## src/rtl/mem_arbiter_if.sv

```systemverilog
// mem_arbiter_if: requester and memory-controller signals of the two-port memory arbiter
interface mem_arbiter_if #(
  parameter int ADDR_W = 32,
  parameter int DATA_W = 8
);
  logic req0, req1, we0, we1;
  logic [ADDR_W-1:0] addr0, addr1;
  logic [DATA_W-1:0] wdata0, wdata1;
  logic ack0, ack1, err, busy;
  logic [DATA_W-1:0] rdata0, rdata1;
  logic [ADDR_W-1:0] mem_addr;
  logic [DATA_W-1:0] mem_wdata, mem_rdata;
  logic mem_we, mem_go, mem_done;
  modport slave (
    input  req0, req1, we0, we1, addr0, addr1, wdata0, wdata1, mem_rdata, mem_done,
    output ack0, ack1, err, busy, rdata0, rdata1, mem_addr, mem_wdata, mem_we, mem_go
  );
  modport master (
    output req0, req1, we0, we1, addr0, addr1, wdata0, wdata1, mem_rdata, mem_done,
    input  ack0, ack1, err, busy, rdata0, rdata1, mem_addr, mem_wdata, mem_we, mem_go
  );
endinterface

```

## src/rtl/mem_arbiter.sv

```systemverilog
// mem_arbiter: round-robin arbiter sharing one memory controller between two requesters
module mem_arbiter #(
  parameter int ADDR_W  = 32,
  parameter int DATA_W  = 8,
  parameter int TIMEOUT = 1023
) (
  input logic clk,
  input logic rst_n,
  mem_arbiter_if.slave bus
);
  typedef enum logic [1:0] {IDLE, WAIT_BUSY, WAIT_DONE, RESP} state_t;
  localparam logic [15:0] TMO = 16'(TIMEOUT);
  state_t state, state_n;
  logic last, last_n, we_q, we_n, go_q, go_n, ack0_q, ack0_n, ack1_q, ack1_n;
  logic err_q, err_n, busy_q, busy_n;
  logic [15:0] timer, timer_n, tick;
  logic [ADDR_W-1:0] addr_q, addr_n;
  logic [DATA_W-1:0] wdata_q, wdata_n, rd0_q, rd0_n, rd1_q, rd1_n, rd_cap;
  logic win, waiting, done_ok, tmo, fin;
  assign bus.mem_addr  = addr_q;
  assign bus.mem_wdata = wdata_q;
  assign bus.mem_we    = we_q;
  assign bus.mem_go    = go_q;
  assign bus.ack0      = ack0_q;
  assign bus.ack1      = ack1_q;
  assign bus.err       = err_q;
  assign bus.busy      = busy_q;
  assign bus.rdata0    = rd0_q;
  assign bus.rdata1    = rd1_q;
  // next state and next registered outputs; last doubles as the current winner after grant
  always_comb begin
    win     = (bus.req0 & bus.req1) ? ~last : bus.req1;
    tick    = timer + 16'd1;
    waiting = (state == WAIT_BUSY) || (state == WAIT_DONE);
    done_ok = (state == WAIT_DONE) && bus.mem_done;
    tmo     = waiting && (tick >= TMO) && !done_ok;
    fin     = done_ok || tmo;
    rd_cap  = tmo ? '0 : bus.mem_rdata;
    state_n = state;
    last_n  = last;
    timer_n = waiting ? tick : timer;
    addr_n  = addr_q;
    wdata_n = wdata_q;
    we_n    = we_q;
    go_n    = 1'b0;
    ack0_n  = fin & ~last;
    ack1_n  = fin & last;
    err_n   = fin ? tmo : err_q;
    rd0_n   = (fin && !we_q && !last) ? rd_cap : rd0_q;
    rd1_n   = (fin && !we_q && last) ? rd_cap : rd1_q;
    case (state)
      IDLE: if ((bus.req0 | bus.req1) & bus.mem_done) begin
        state_n = WAIT_BUSY;
        last_n  = win;
        addr_n  = win ? bus.addr1 : bus.addr0;
        wdata_n = win ? bus.wdata1 : bus.wdata0;
        we_n    = win ? bus.we1 : bus.we0;
        go_n    = 1'b1;
        timer_n = '0;
        err_n   = 1'b0;
      end
      WAIT_BUSY: state_n = tmo ? RESP : (bus.mem_done ? WAIT_BUSY : WAIT_DONE);
      WAIT_DONE: state_n = fin ? RESP : WAIT_DONE;
      RESP:      state_n = IDLE;
      default:   state_n = IDLE;
    endcase
    busy_n = state_n != IDLE;
  end
  // state and output registers; reset abandons any transaction and favours port 0 next
  always_ff @(posedge clk or negedge rst_n) begin
    if (!rst_n) begin
      state   <= IDLE;
      last    <= 1'b1;
      timer   <= '0;
      addr_q  <= '0;
      wdata_q <= '0;
      we_q    <= 1'b0;
      go_q    <= 1'b0;
      ack0_q  <= 1'b0;
      ack1_q  <= 1'b0;
      err_q   <= 1'b0;
      busy_q  <= 1'b0;
      rd0_q   <= '0;
      rd1_q   <= '0;
    end else begin
      state   <= state_n;
      last    <= last_n;
      timer   <= timer_n;
      addr_q  <= addr_n;
      wdata_q <= wdata_n;
      we_q    <= we_n;
      go_q    <= go_n;
      ack0_q  <= ack0_n;
      ack1_q  <= ack1_n;
      err_q   <= err_n;
      busy_q  <= busy_n;
      rd0_q   <= rd0_n;
      rd1_q   <= rd1_n;
    end
  end
endmodule

```

## src/flat_wrapper.sv

```systemverilog
// flat-port wrapper written by rule: the top's interface ports become plain ports
module mem_arbiter_flat 
#(
  parameter int ADDR_W  = 32,
  parameter int DATA_W  = 8,
  parameter int TIMEOUT = 1023
)
  (clk, rst_n, bus_req0, bus_req1, bus_we0, bus_we1, bus_addr0, bus_addr1, bus_wdata0, bus_wdata1, bus_mem_rdata, bus_mem_done, bus_ack0, bus_ack1, bus_err, bus_busy, bus_rdata0, bus_rdata1, bus_mem_addr, bus_mem_wdata, bus_mem_we, bus_mem_go);
  mem_arbiter_if #(.ADDR_W(ADDR_W), .DATA_W(DATA_W)) bus_i ();
  input logic clk;
  input logic rst_n;
  input wire logic [$bits(bus_i.req0)-1:0] bus_req0;
  input wire logic [$bits(bus_i.req1)-1:0] bus_req1;
  input wire logic [$bits(bus_i.we0)-1:0] bus_we0;
  input wire logic [$bits(bus_i.we1)-1:0] bus_we1;
  input wire logic [$bits(bus_i.addr0)-1:0] bus_addr0;
  input wire logic [$bits(bus_i.addr1)-1:0] bus_addr1;
  input wire logic [$bits(bus_i.wdata0)-1:0] bus_wdata0;
  input wire logic [$bits(bus_i.wdata1)-1:0] bus_wdata1;
  input wire logic [$bits(bus_i.mem_rdata)-1:0] bus_mem_rdata;
  input wire logic [$bits(bus_i.mem_done)-1:0] bus_mem_done;
  output wire logic [$bits(bus_i.ack0)-1:0] bus_ack0;
  output wire logic [$bits(bus_i.ack1)-1:0] bus_ack1;
  output wire logic [$bits(bus_i.err)-1:0] bus_err;
  output wire logic [$bits(bus_i.busy)-1:0] bus_busy;
  output wire logic [$bits(bus_i.rdata0)-1:0] bus_rdata0;
  output wire logic [$bits(bus_i.rdata1)-1:0] bus_rdata1;
  output wire logic [$bits(bus_i.mem_addr)-1:0] bus_mem_addr;
  output wire logic [$bits(bus_i.mem_wdata)-1:0] bus_mem_wdata;
  output wire logic [$bits(bus_i.mem_we)-1:0] bus_mem_we;
  output wire logic [$bits(bus_i.mem_go)-1:0] bus_mem_go;
  assign bus_i.req0 = bus_req0;
  assign bus_i.req1 = bus_req1;
  assign bus_i.we0 = bus_we0;
  assign bus_i.we1 = bus_we1;
  assign bus_i.addr0 = bus_addr0;
  assign bus_i.addr1 = bus_addr1;
  assign bus_i.wdata0 = bus_wdata0;
  assign bus_i.wdata1 = bus_wdata1;
  assign bus_i.mem_rdata = bus_mem_rdata;
  assign bus_i.mem_done = bus_mem_done;
  assign bus_ack0 = bus_i.ack0;
  assign bus_ack1 = bus_i.ack1;
  assign bus_err = bus_i.err;
  assign bus_busy = bus_i.busy;
  assign bus_rdata0 = bus_i.rdata0;
  assign bus_rdata1 = bus_i.rdata1;
  assign bus_mem_addr = bus_i.mem_addr;
  assign bus_mem_wdata = bus_i.mem_wdata;
  assign bus_mem_we = bus_i.mem_we;
  assign bus_mem_go = bus_i.mem_go;
  mem_arbiter #(.ADDR_W(ADDR_W), .DATA_W(DATA_W), .TIMEOUT(TIMEOUT)) u_core (.clk(clk), .rst_n(rst_n), .bus(bus_i));
endmodule
```

## config.mk

```make
export PLATFORM = sky130hd
export DESIGN_NAME = mem_arbiter_flat
export DESIGN_NICKNAME = d
export VERILOG_FILES = /design/src/rtl/mem_arbiter_if.sv /design/src/rtl/mem_arbiter.sv /design/src/flat_wrapper.sv
export SDC_FILE = /design/constraint.sdc
export NUM_CORES = 1
export LEC_CHECK = 0
export CAP_MARGIN = 20
export CORE_MARGIN = 2
export CORE_UTILIZATION = 40
export DETAILED_ROUTE_END_ITERATION = 10
export PLACE_DENSITY = 0.86
export REMOVE_ABC_BUFFERS = 1
export SLEW_MARGIN = 20
export SYNTH_ARGS = -nofsm -noshare
export SYNTH_HDL_FRONTEND = slang
export SYNTH_SLANG_ARGS = --single-unit
```

## constraint.sdc

```tcl
create_clock -name clk -period 2.1 [get_ports clk]
set_input_delay 0.42 -clock clk [delete_from_list [all_inputs] [get_ports clk]]
set_output_delay 0.42 -clock clk [all_outputs]
set_load 0.1 [all_outputs]
```

==> results of run 1 <==
==> worst register-to-register path: stages (launching register included) <==
cell and delay [ps]:
sky130_fd_sc_hd__dfrtp_1 390, sky130_fd_sc_hd__nand4_2 140, sky130_fd_sc_hd__buf_4 170, sky130_fd_sc_hd__nor4_2 290, sky130_fd_sc_hd__xor2_1 120, sky130_fd_sc_hd__nor3_2 240
sky130_fd_sc_hd__buf_12 190, sky130_fd_sc_hd__a31oi_4 100, sky130_fd_sc_hd__a221o_1 270
==> synth_stat cells <==
cell,n
sky130_fd_sc_hd__o21ai_0,46
sky130_fd_sc_hd__nor3_2,1
sky130_fd_sc_hd__a21oi_1,5
sky130_fd_sc_hd__nand4_2,1
sky130_fd_sc_hd__or2_2,2
sky130_fd_sc_hd__a41oi_1,16
sky130_fd_sc_hd__xor2_1,10
sky130_fd_sc_hd__dfstp_2,1
sky130_fd_sc_hd__a221o_1,1
sky130_fd_sc_hd__a21boi_0,3
sky130_fd_sc_hd__o31a_1,1
sky130_fd_sc_hd__nor3_1,5
sky130_fd_sc_hd__ha_1,6
sky130_fd_sc_hd__nand2b_1,2
sky130_fd_sc_hd__a211o_1,1
sky130_fd_sc_hd__and2_1,1
sky130_fd_sc_hd__clkbuf_1,21
sky130_fd_sc_hd__a22oi_1,1
sky130_fd_sc_hd__nor2_1,18
sky130_fd_sc_hd__and3_1,3
sky130_fd_sc_hd__a311oi_4,1
sky130_fd_sc_hd__o21a_1,1
sky130_fd_sc_hd__dfrtp_1,80
sky130_fd_sc_hd__nand2_1,120
sky130_fd_sc_hd__xnor2_1,6
sky130_fd_sc_hd__o21bai_1,1
sky130_fd_sc_hd__nand3b_1,16
sky130_fd_sc_hd__buf_6,2
sky130_fd_sc_hd__or2_1,1
sky130_fd_sc_hd__inv_1,6
sky130_fd_sc_hd__buf_1,5
sky130_fd_sc_hd__and4_2,1
sky130_fd_sc_hd__nand3_1,8
sky130_fd_sc_hd__nand4_1,5
sky130_fd_sc_hd__a31oi_1,1
sky130_fd_sc_hd__a21bo_2,1
sky130_fd_sc_hd__a31oi_4,1
sky130_fd_sc_hd__a211oi_1,1
sky130_fd_sc_hd__buf_2,1
sky130_fd_sc_hd__or3_1,2
sky130_fd_sc_hd__clkinv_1,1
sky130_fd_sc_hd__mux2i_1,44
sky130_fd_sc_hd__nor4_1,4
==> kinds of logic (layout without fill, tap and decap cells) <==
logic type,after synthesis,after routing,synth area share
buffers and inverters,36,209,0.0357
AND/OR/NAND/NOR,190,190,0.203
XOR/XNOR,16,16,0.0331
adder cells (fa/ha/maj),6,6,0.0177
AO/OA/AOI/OAI,81,81,0.127
multiplexers,44,44,0.104
flip-flops,81,81,0.479
==> registers in the layout, indices dropped and copies added (netlist names) <==
register,cells
u_core.bus.mem_addr,32
u_core.timer,16
u_core.bus.mem_wdata,8
u_core.bus.rdata0,8
u_core.bus.rdata1,8
u_core.state,2
u_core.bus.ack0,1
u_core.bus.ack1,1
u_core.bus.busy,1
u_core.bus.err,1
u_core.bus.mem_go,1
u_core.bus.mem_we,1
u_core.last,1
==> final cells by class <==
type	count	area, um^2	share of cell area
Clock inverter	2	13.8	0.00222
Sequential cell	81	2030	0.328
Tap cell	136	170	0.0275
Timing Repair Buffer	186	1700	0.274
Inverter	7	26.3	0.00424
Clock buffer	14	163	0.0263
Multi-Input combinational cell	337	2100	0.338
==> worst max path at each step <==
stage | cells past startpoint | start | endpoint | slack (ps)
after CTS | 8 | u_core.timer[4]$_DFF_PN0_ | u_core.bus.busy$_DFF_PN0_ | 50
final | 8 | u_core.timer[4]$_DFF_PN0_ | u_core.bus.busy$_DFF_PN0_ | 90
after floorplan | 3 | bus_req1 | u_core.bus.mem_addr[0]$_DFFE_PN0P_ | -3330
after global placement | 6 | bus_mem_done | u_core.bus.mem_addr[4]$_DFFE_PN0P_ | 80
after global routing | 8 | u_core.timer[4]$_DFF_PN0_ | u_core.bus.busy$_DFF_PN0_ | -40
after detailed placement | 5 | bus_mem_done | u_core.bus.mem_addr[31]$_DFFE_PN0P_ | 10
==> per-layer routing <==
layer | vias to the layer above | share of wire
met3 | 15 | 0.071
met1 | 1832 | 0.41
met2 | 149 | 0.50
li1 | 1906 | -
met4 | 0 | 0.013
met5 | - | 0
==> report_power, final <==
group          switching (W)  internal, W  leakage (nW)
clock               0.000543     0.000497        0.0907
sequential          0.000351      0.00205         0.967
combinational        0.00445      0.00157          1.71
==> through the flow <==
stage / setup TNS, ps / util / power, W / setup WS (ps) / hold WS [ps]
after floorplan: -144780 / - / 0.00692 / -3330 / 124
after global placement: 0 / 0.580 / 0.00829 / 81.7 / 438
final: 0 / 0.600 / 0.00946 / 94.4 / 46.8
after detailed placement: 0 / 0.580 / 0.00845 / 9.59 / 446
after global routing: -38.3 / 0.600 / 0.00997 / -38.3 / 85.6
after CTS: 0 / 0.597 / 0.00951 / 45.8 / 63.0
==> repair_timing <==
item,in CTS,in global routing
endpoints found under the hold margin,0,0
gates resized for setup,0,9
setup endpoints to repair,0,18
setup buffers,0,0
==> run_summary.xml, run 1 <==
<?xml version="1.0" encoding="UTF-8"?>
<metrics>
  <group name="status">
    <metric name="status" unit="">finished clean</metric>
  </group>
  <group name="floorplanning">
    <metric name="chipWidth" unit="um">107</metric>
    <metric name="floorplan.die.height" unit="um">107</metric>
    <metric name="design.die.area" unit="mm^2">0.0114</metric>
    <metric name="io_pins" unit="">157</metric>
    <metric name="starting_density" unit="">0.410</metric>
    <metric name="placeableCoreArea" unit="mm^2">0.0103</metric>
    <metric name="placement_rows" unit="">37</metric>
  </group>
  <group name="detailed_routing">
    <metric name="drt_iter0_drc" unit="">186</metric>
    <metric name="postRouteAntennaNets" unit="">0</metric>
    <metric name="route.final.wire_length" unit="mm">10.7</metric>
    <metric name="total_vias_in_the_final_route" unit="">3902</metric>
    <metric name="drc" unit="">0</metric>
    <metric name="drt-pass1-iter-count" unit="">5</metric>
    <metric name="wl_per_cell" unit="um">14.1</metric>
    <metric name="detail_route.vias_per_cell" unit="">5.11</metric>
  </group>
  <group name="grt">
    <metric name="grt_use_met2" unit="">0.327</metric>
    <metric name="first_global_vias" unit="">3886</metric>
    <metric name="track_usage" unit="">0.192</metric>
    <metric name="grt_first_pass_wirelength" unit="mm">17.8</metric>
    <metric name="number_of_antenna_violations_at_the_first_check_in_global_routing" unit="">0</metric>
    <metric name="grt_use_met3" unit="">0.0438</metric>
    <metric name="global_route.overflow_total" unit="">0</metric>
    <metric name="grt_max_degree" unit="">85</metric>
    <metric name="use_met1" unit="">0.243</metric>
    <metric name="gr-max-usage-layer" unit="">met2</metric>
  </group>
  <group name="sta">
    <metric name="report.final.hold_viol_count" unit="">0</metric>
    <metric name="post-route-period-util" unit="">0.955</metric>
    <metric name="max_clock_freq" unit="MHz">499</metric>
    <metric name="tightest_slew" unit="ps">542</metric>
    <metric name="timing.final.setup_violations" unit="">0</metric>
    <metric name="timing_max_transition_violations_final" unit="">0</metric>
    <metric name="fin_crit_period" unit="ps">2010</metric>
    <metric name="fin_worst_skew" unit="ps">12.8</metric>
    <metric name="maxSlewHeadroom" unit="">0.639</metric>
  </group>
  <group name="placed_design">
    <metric name="detailedPlacementHpwl" unit="mm">8.12</metric>
    <metric name="dp.cells" unit="">747</metric>
    <metric name="port-buffer-count" unit="">156</metric>
    <metric name="placed_cell_area" unit="mm^2">0.00598</metric>
    <metric name="place_congestion" unit="">0.899</metric>
  </group>
  <group name="logic_synthesis">
    <metric name="yosys.area.top_type_share" unit="">0.473</metric>
    <metric name="yosysUniqueCellTypes" unit="">43</metric>
    <metric name="cell_type_with_the_largest_total_area_after_synthesis" unit="">sky130_fd_sc_hd__dfrtp_1</metric>
    <metric name="ys_seq_elements" unit="">81</metric>
    <metric name="yosys-top-cells-area" unit="">sky130_fd_sc_hd__dfrtp_1 (47%), sky130_fd_sc_hd__nand2_1 (11%), sky130_fd_sc_hd__mux2i_1 (10%)</metric>
    <metric name="ys_warn_count" unit="">0</metric>
    <metric name="synth_seq_area_share" unit="">0.479</metric>
    <metric name="syn_area" unit="mm^2">0.00424</metric>
    <metric name="syn_avg_cell_area" unit="um^2">9.33</metric>
    <metric name="cells_after_synth" unit="">454</metric>
  </group>
  <group name="worst_setup_path">
    <metric name="timing.critical_path.buf_inv" unit="">2</metric>
    <metric name="worst_path_max_delay_cell" unit="">sky130_fd_sc_hd__dfrtp_1</metric>
    <metric name="cell_breakdown_of_the_critical_path" unit="">nand4_2 &gt; buf_4 &gt; nor4_2 &gt; xor2_1 &gt; nor3_2 &gt; buf_12 &gt; a31oi_4 &gt; a221o_1</metric>
    <metric name="worst_r2r_path_depth" unit="">8</metric>
    <metric name="critical_path_class" unit="">register to register</metric>
    <metric name="critical-path-max-stage-delay" unit="ps">390</metric>
    <metric name="worst_path_max_fanout" unit="">18</metric>
    <metric name="worst-r2r-setup-slack" unit="ps">90</metric>
    <metric name="startpoint_type" unit="">register</metric>
    <metric name="crit_path_capture_type" unit="">register</metric>
    <metric name="cp_data_required_time" unit="ps">2340</metric>
    <metric name="r2r_path_start" unit="">u_core.timer[4]$_DFF_PN0_</metric>
    <metric name="timing.critical_path.arrival" unit="ps">2250</metric>
    <metric name="timing.rr.end" unit="">u_core.bus.busy$_DFF_PN0_</metric>
    <metric name="path_delay_family" unit="">simple AND/OR/NAND/NOR gates</metric>
  </group>
  <group name="hold_path">
    <metric name="hold_class" unit="">primary input to async pin</metric>
  </group>
  <group name="cts">
    <metric name="numCtsBuffers" unit="">9</metric>
    <metric name="clk_latency" unit="ps">350</metric>
    <metric name="clock_tree.htree_level_count" unit="">3</metric>
    <metric name="clock_tree_from_tritoncts" unit="">done</metric>
    <metric name="clock_sink_count" unit="">81</metric>
    <metric name="clk_root_buffer_cell" unit="">sky130_fd_sc_hd__clkbuf_8</metric>
    <metric name="cts.hold.buffers_added" unit="">0</metric>
    <metric name="clock_edge_transition_at_the_registers_on_the_reported_setup_and_hold_paths" unit="ps">80</metric>
    <metric name="clock_tree.buffer_depth" unit="">2</metric>
  </group>
  <group name="cells_and_area">
    <metric name="drive_above_1_share" unit="">0.198</metric>
    <metric name="num_antenna_cells" unit="">0</metric>
    <metric name="layout.cells.most_common_list" unit="">sky130_fd_sc_hd__nand2_1 (120), sky130_fd_sc_hd__clkdlybuf4s50_1 (93), sky130_fd_sc_hd__buf_4 (87), sky130_fd_sc_hd__dfrtp_1 (77), sky130_fd_sc_hd__o21ai_0 (46)</metric>
    <metric name="design_area" unit="mm^2">0.00620</metric>
    <metric name="layout.cells.most_common" unit="">sky130_fd_sc_hd__nand2_1</metric>
    <metric name="layout_area_overhead" unit="%">46.3</metric>
    <metric name="fillCellCount" unit="">831</metric>
    <metric name="post_layout_nonfiller_instances" unit="">763</metric>
    <metric name="nets_final" unit="">723</metric>
  </group>
  <group name="power">
    <metric name="power_density_over_the_cells" unit="mW/mm^2">1530</metric>
    <metric name="max_ir_drop_vdd" unit="mV">1.41</metric>
    <metric name="power.static_leakage" unit="nW">2.76</metric>
  </group>
  <group name="job">
    <metric name="timing.max_cap.violations" unit="">0</metric>
  </group>
</metrics>
Power figures use the tool's default switching activity.
==> inputs of run 2 (changes only) <==
--- a/config.mk
+++ b/config.mk
@@ -7,11 +7,12 @@
 export LEC_CHECK = 0
 export CAP_MARGIN = 20
 export CORE_MARGIN = 2
-export CORE_UTILIZATION = 40
+export CORE_UTILIZATION = 36
 export DETAILED_ROUTE_END_ITERATION = 10
-export PLACE_DENSITY = 0.86
+export PLACE_DENSITY = 0.8
 export REMOVE_ABC_BUFFERS = 1
 export SLEW_MARGIN = 20
 export SYNTH_ARGS = -nofsm -noshare
 export SYNTH_HDL_FRONTEND = slang
 export SYNTH_SLANG_ARGS = --single-unit
+export TNS_END_PERCENT = 10
==> run 2 against run 1 <==
Cell count grew 1.4%; register-to-register slack gained 30 ps; total power grew 5.4%; sequential power is essentially flat; setup slack gained 29 ps; clock skew shrank 4.7 ps; sequential cell count is the same; critical path type unchanged; largest cell class unchanged.
==> run_summary.xml, run 2 (synthesis gave the netlist of run 1 again) <==
<?xml version="1.0" encoding="UTF-8"?>
<metrics>
  <group name="status">
    <metric name="status" unit="">finished clean</metric>
  </group>
  <group name="sta">
    <metric name="report.final.hold_viol_count" unit="">0</metric>
    <metric name="fin_crit_period" unit="ps">1980</metric>
    <metric name="setup_repair_after_global_routing_missed_its_margin" unit="">false</metric>
    <metric name="timing_max_transition_violations_final" unit="">0</metric>
    <metric name="fin_worst_skew" unit="ps">8.13</metric>
    <metric name="finalSetupTns" unit="ps">0</metric>
    <metric name="timing.final.setup_violations" unit="">0</metric>
    <metric name="tightest_slew" unit="ps">500</metric>
    <metric name="maxSlewHeadroom" unit="">0.666</metric>
    <metric name="setup_slack" unit="ps">123</metric>
    <metric name="max_clock_freq" unit="MHz">506</metric>
    <metric name="post-route-period-util" unit="">0.941</metric>
  </group>
  <group name="placed_design">
    <metric name="post-place-ws" unit="ps">7.68</metric>
    <metric name="placed_cell_area" unit="mm^2">0.00601</metric>
    <metric name="port-buffer-count" unit="">156</metric>
    <metric name="detailedPlacementHpwl" unit="mm">8.43</metric>
    <metric name="place_congestion" unit="">0.866</metric>
  </group>
  <group name="detailed_routing">
    <metric name="drt_iter0_drc" unit="">180</metric>
    <metric name="drc" unit="">0</metric>
    <metric name="wl_per_cell" unit="um">14.6</metric>
    <metric name="postRouteAntennaNets" unit="">0</metric>
    <metric name="total_vias_in_the_final_route" unit="">3999</metric>
    <metric name="drt-pass1-iter-count" unit="">4</metric>
    <metric name="detail_route.vias_per_cell" unit="">5.17</metric>
    <metric name="route.final.wire_length" unit="mm">11.3</metric>
  </group>
  <group name="power">
    <metric name="power.share.sequential" unit="">0.241</metric>
    <metric name="proportion_of_power_drawn_by_the_clock_network" unit="">0.146</metric>
    <metric name="power.static_leakage" unit="nW">2.82</metric>
    <metric name="max_ir_drop_vdd" unit="mV">1.37</metric>
    <metric name="total_power" unit="W">0.00998</metric>
    <metric name="share_comb_of_total_power" unit="">0.613</metric>
    <metric name="switchingPower" unit="W">0.00544</metric>
    <metric name="power_density_over_the_cells" unit="mW/mm^2">1570</metric>
    <metric name="internal_power" unit="W">0.00453</metric>
    <metric name="netSwitchingFraction" unit="">0.546</metric>
  </group>
  <group name="cts">
    <metric name="clock_tree.buffer_depth" unit="">2</metric>
    <metric name="clk_latency" unit="ps">330</metric>
    <metric name="clock_tree.htree_level_count" unit="">3</metric>
    <metric name="clock_edge_transition_at_the_registers_on_the_reported_setup_and_hold_paths" unit="ps">60</metric>
    <metric name="clock_sink_count" unit="">81</metric>
    <metric name="clock_tree_from_tritoncts" unit="">done</metric>
    <metric name="clk_root_buffer_cell" unit="">sky130_fd_sc_hd__clkbuf_16</metric>
    <metric name="numCtsBuffers" unit="">9</metric>
  </group>
  <group name="grt">
    <metric name="grt_max_degree" unit="">84</metric>
    <metric name="number_of_antenna_violations_at_the_first_check_in_global_routing" unit="">0</metric>
    <metric name="global_route.overflow_total" unit="">0</metric>
    <metric name="grt_first_pass_wirelength" unit="mm">18.7</metric>
    <metric name="track_usage" unit="">0.182</metric>
    <metric name="first_global_vias" unit="">4058</metric>
  </group>
  <group name="floorplanning">
    <metric name="design.die.area" unit="mm^2">0.0126</metric>
    <metric name="placement_rows" unit="">39</metric>
    <metric name="io_pins" unit="">157</metric>
    <metric name="starting_density" unit="">0.369</metric>
    <metric name="floorplan.die.height" unit="um">112</metric>
    <metric name="placeableCoreArea" unit="mm^2">0.0115</metric>
    <metric name="chipWidth" unit="um">112</metric>
  </group>
  <group name="hold_path">
    <metric name="hold_class" unit="">register to register</metric>
  </group>
  <group name="cells_and_area">
    <metric name="nets_final" unit="">728</metric>
    <metric name="drive_above_1_share" unit="">0.206</metric>
    <metric name="design_area" unit="mm^2">0.00635</metric>
    <metric name="num_antenna_cells" unit="">0</metric>
    <metric name="reg_area" unit="mm^2">0.00203</metric>
    <metric name="largest_register_ff_count" unit="">32</metric>
    <metric name="layout.cells.most_common_list" unit="">sky130_fd_sc_hd__nand2_1 (120), sky130_fd_sc_hd__clkdlybuf4s50_1 (93), sky130_fd_sc_hd__buf_4 (91), sky130_fd_sc_hd__dfrtp_1 (78), sky130_fd_sc_hd__o21ai_0 (46)</metric>
    <metric name="layout_area_overhead" unit="%">50.0</metric>
    <metric name="fillCellCount" unit="">977</metric>
    <metric name="multiInputGateArea" unit="mm^2">0.00211</metric>
    <metric name="layout.cells.most_common" unit="">sky130_fd_sc_hd__nand2_1</metric>
  </group>
  <group name="worst_setup_path">
    <metric name="crit_path_capture_type" unit="">register</metric>
    <metric name="critical_path_class" unit="">register to register</metric>
    <metric name="worst_setup_path_startpoint" unit="">u_core.timer[2]$_DFF_PN0_</metric>
    <metric name="worst-r2r-setup-slack" unit="ps">120</metric>
    <metric name="timing.critical_path.arrival" unit="ps">2190</metric>
    <metric name="timing.rr.end" unit="">u_core.bus.busy$_DFF_PN0_</metric>
    <metric name="cp_data_required_time" unit="ps">2320</metric>
    <metric name="startpoint_type" unit="">register</metric>
    <metric name="worst_path_max_fanout" unit="">7</metric>
    <metric name="worst_r2r_path_depth" unit="">7</metric>
    <metric name="crit_path_end" unit="">u_core.bus.busy$_DFF_PN0_</metric>
    <metric name="r2r_path_start" unit="">u_core.timer[2]$_DFF_PN0_</metric>
  </group>
  <group name="job">
    <metric name="timing.max_cap.violations" unit="">0</metric>
  </group>
</metrics>
run 2: power groups by stage:
stage	combinational [W]	clock, W	sequential [W]
floorplan	0.00155	0	0.00537
global placement	0.00598	0	0.00240
detailed placement	0.00614	0	0.00240
CTS	0.00613	0.00150	0.00240
global route	0.00646	0.00156	0.00246
finish	0.00612	0.00146	0.00240
run 2: metal layers:
metal,global-route usage,up-vias,routed length (um)
met5,0,-,0
met4,0.0732,0,155
met3,0.0421,13,868
met2,0.313,158,5680
met1,0.221,1912,4570
li1,-,1916,-
run 2: area by class of cell:
class,instances,share of cell area
clock inverter,5,0.00591
multi-input combinational,337,0.332
timing repair buffer,191,0.273
tap,143,0.0282
sequential,81,0.320
clock buffer,10,0.0376
inverter,7,0.00413
run 2: per-stage QoR:
stage | util | cells | hold WS [ps]
2_1_floorplan | - | 425 | 124
3_3_place_gp | 0.524 | 757 | 342
3_5_place_dp | 0.524 | 757 | 346
4_1_cts | 0.550 | 773 | 486
5_1_grt | 0.554 | 774 | 519
6_report | 0.554 | 774 | 477
run 2: worst min-delay path by stage:
stage	startpoint	end	depth (start not counted)
after global placement	rst_n	u_core.bus.rdata1[5]$_DFFE_PN0P_	1
final	u_core.bus.mem_addr[25]$_DFFE_PN0P_	u_core.bus.mem_addr[25]$_DFFE_PN0P_	2
after global routing	u_core.bus.mem_addr[12]$_DFFE_PN0P_	u_core.bus.mem_addr[12]$_DFFE_PN0P_	2
after detailed placement	rst_n	u_core.bus.rdata1[5]$_DFFE_PN0P_	1
after floorplan	rst_n	u_core.bus.ack0$_DFF_PN0_	0
after CTS	u_core.bus.mem_addr[29]$_DFFE_PN0P_	u_core.bus.mem_addr[29]$_DFFE_PN0P_	2
run 2: repair_timing:
item                                    CTS  global route
pin swaps                                 0             2
gates resized for setup                   1             9
hold buffers                              1             0
cloned                                    0             0
endpoints found under the setup margin    3            20
setup buffers                             0             1
endpoints found under the hold margin    20             0
run 2: critical path, stage by stage, from the launching register on:
cell,delay (ps)
sky130_fd_sc_hd__dfrtp_1,370
sky130_fd_sc_hd__buf_4,170
sky130_fd_sc_hd__and4_2,260
sky130_fd_sc_hd__nand2_1,70
sky130_fd_sc_hd__xnor2_1,150
sky130_fd_sc_hd__a311oi_4,410
sky130_fd_sc_hd__a31oi_4,150
sky130_fd_sc_hd__a221o_1,280
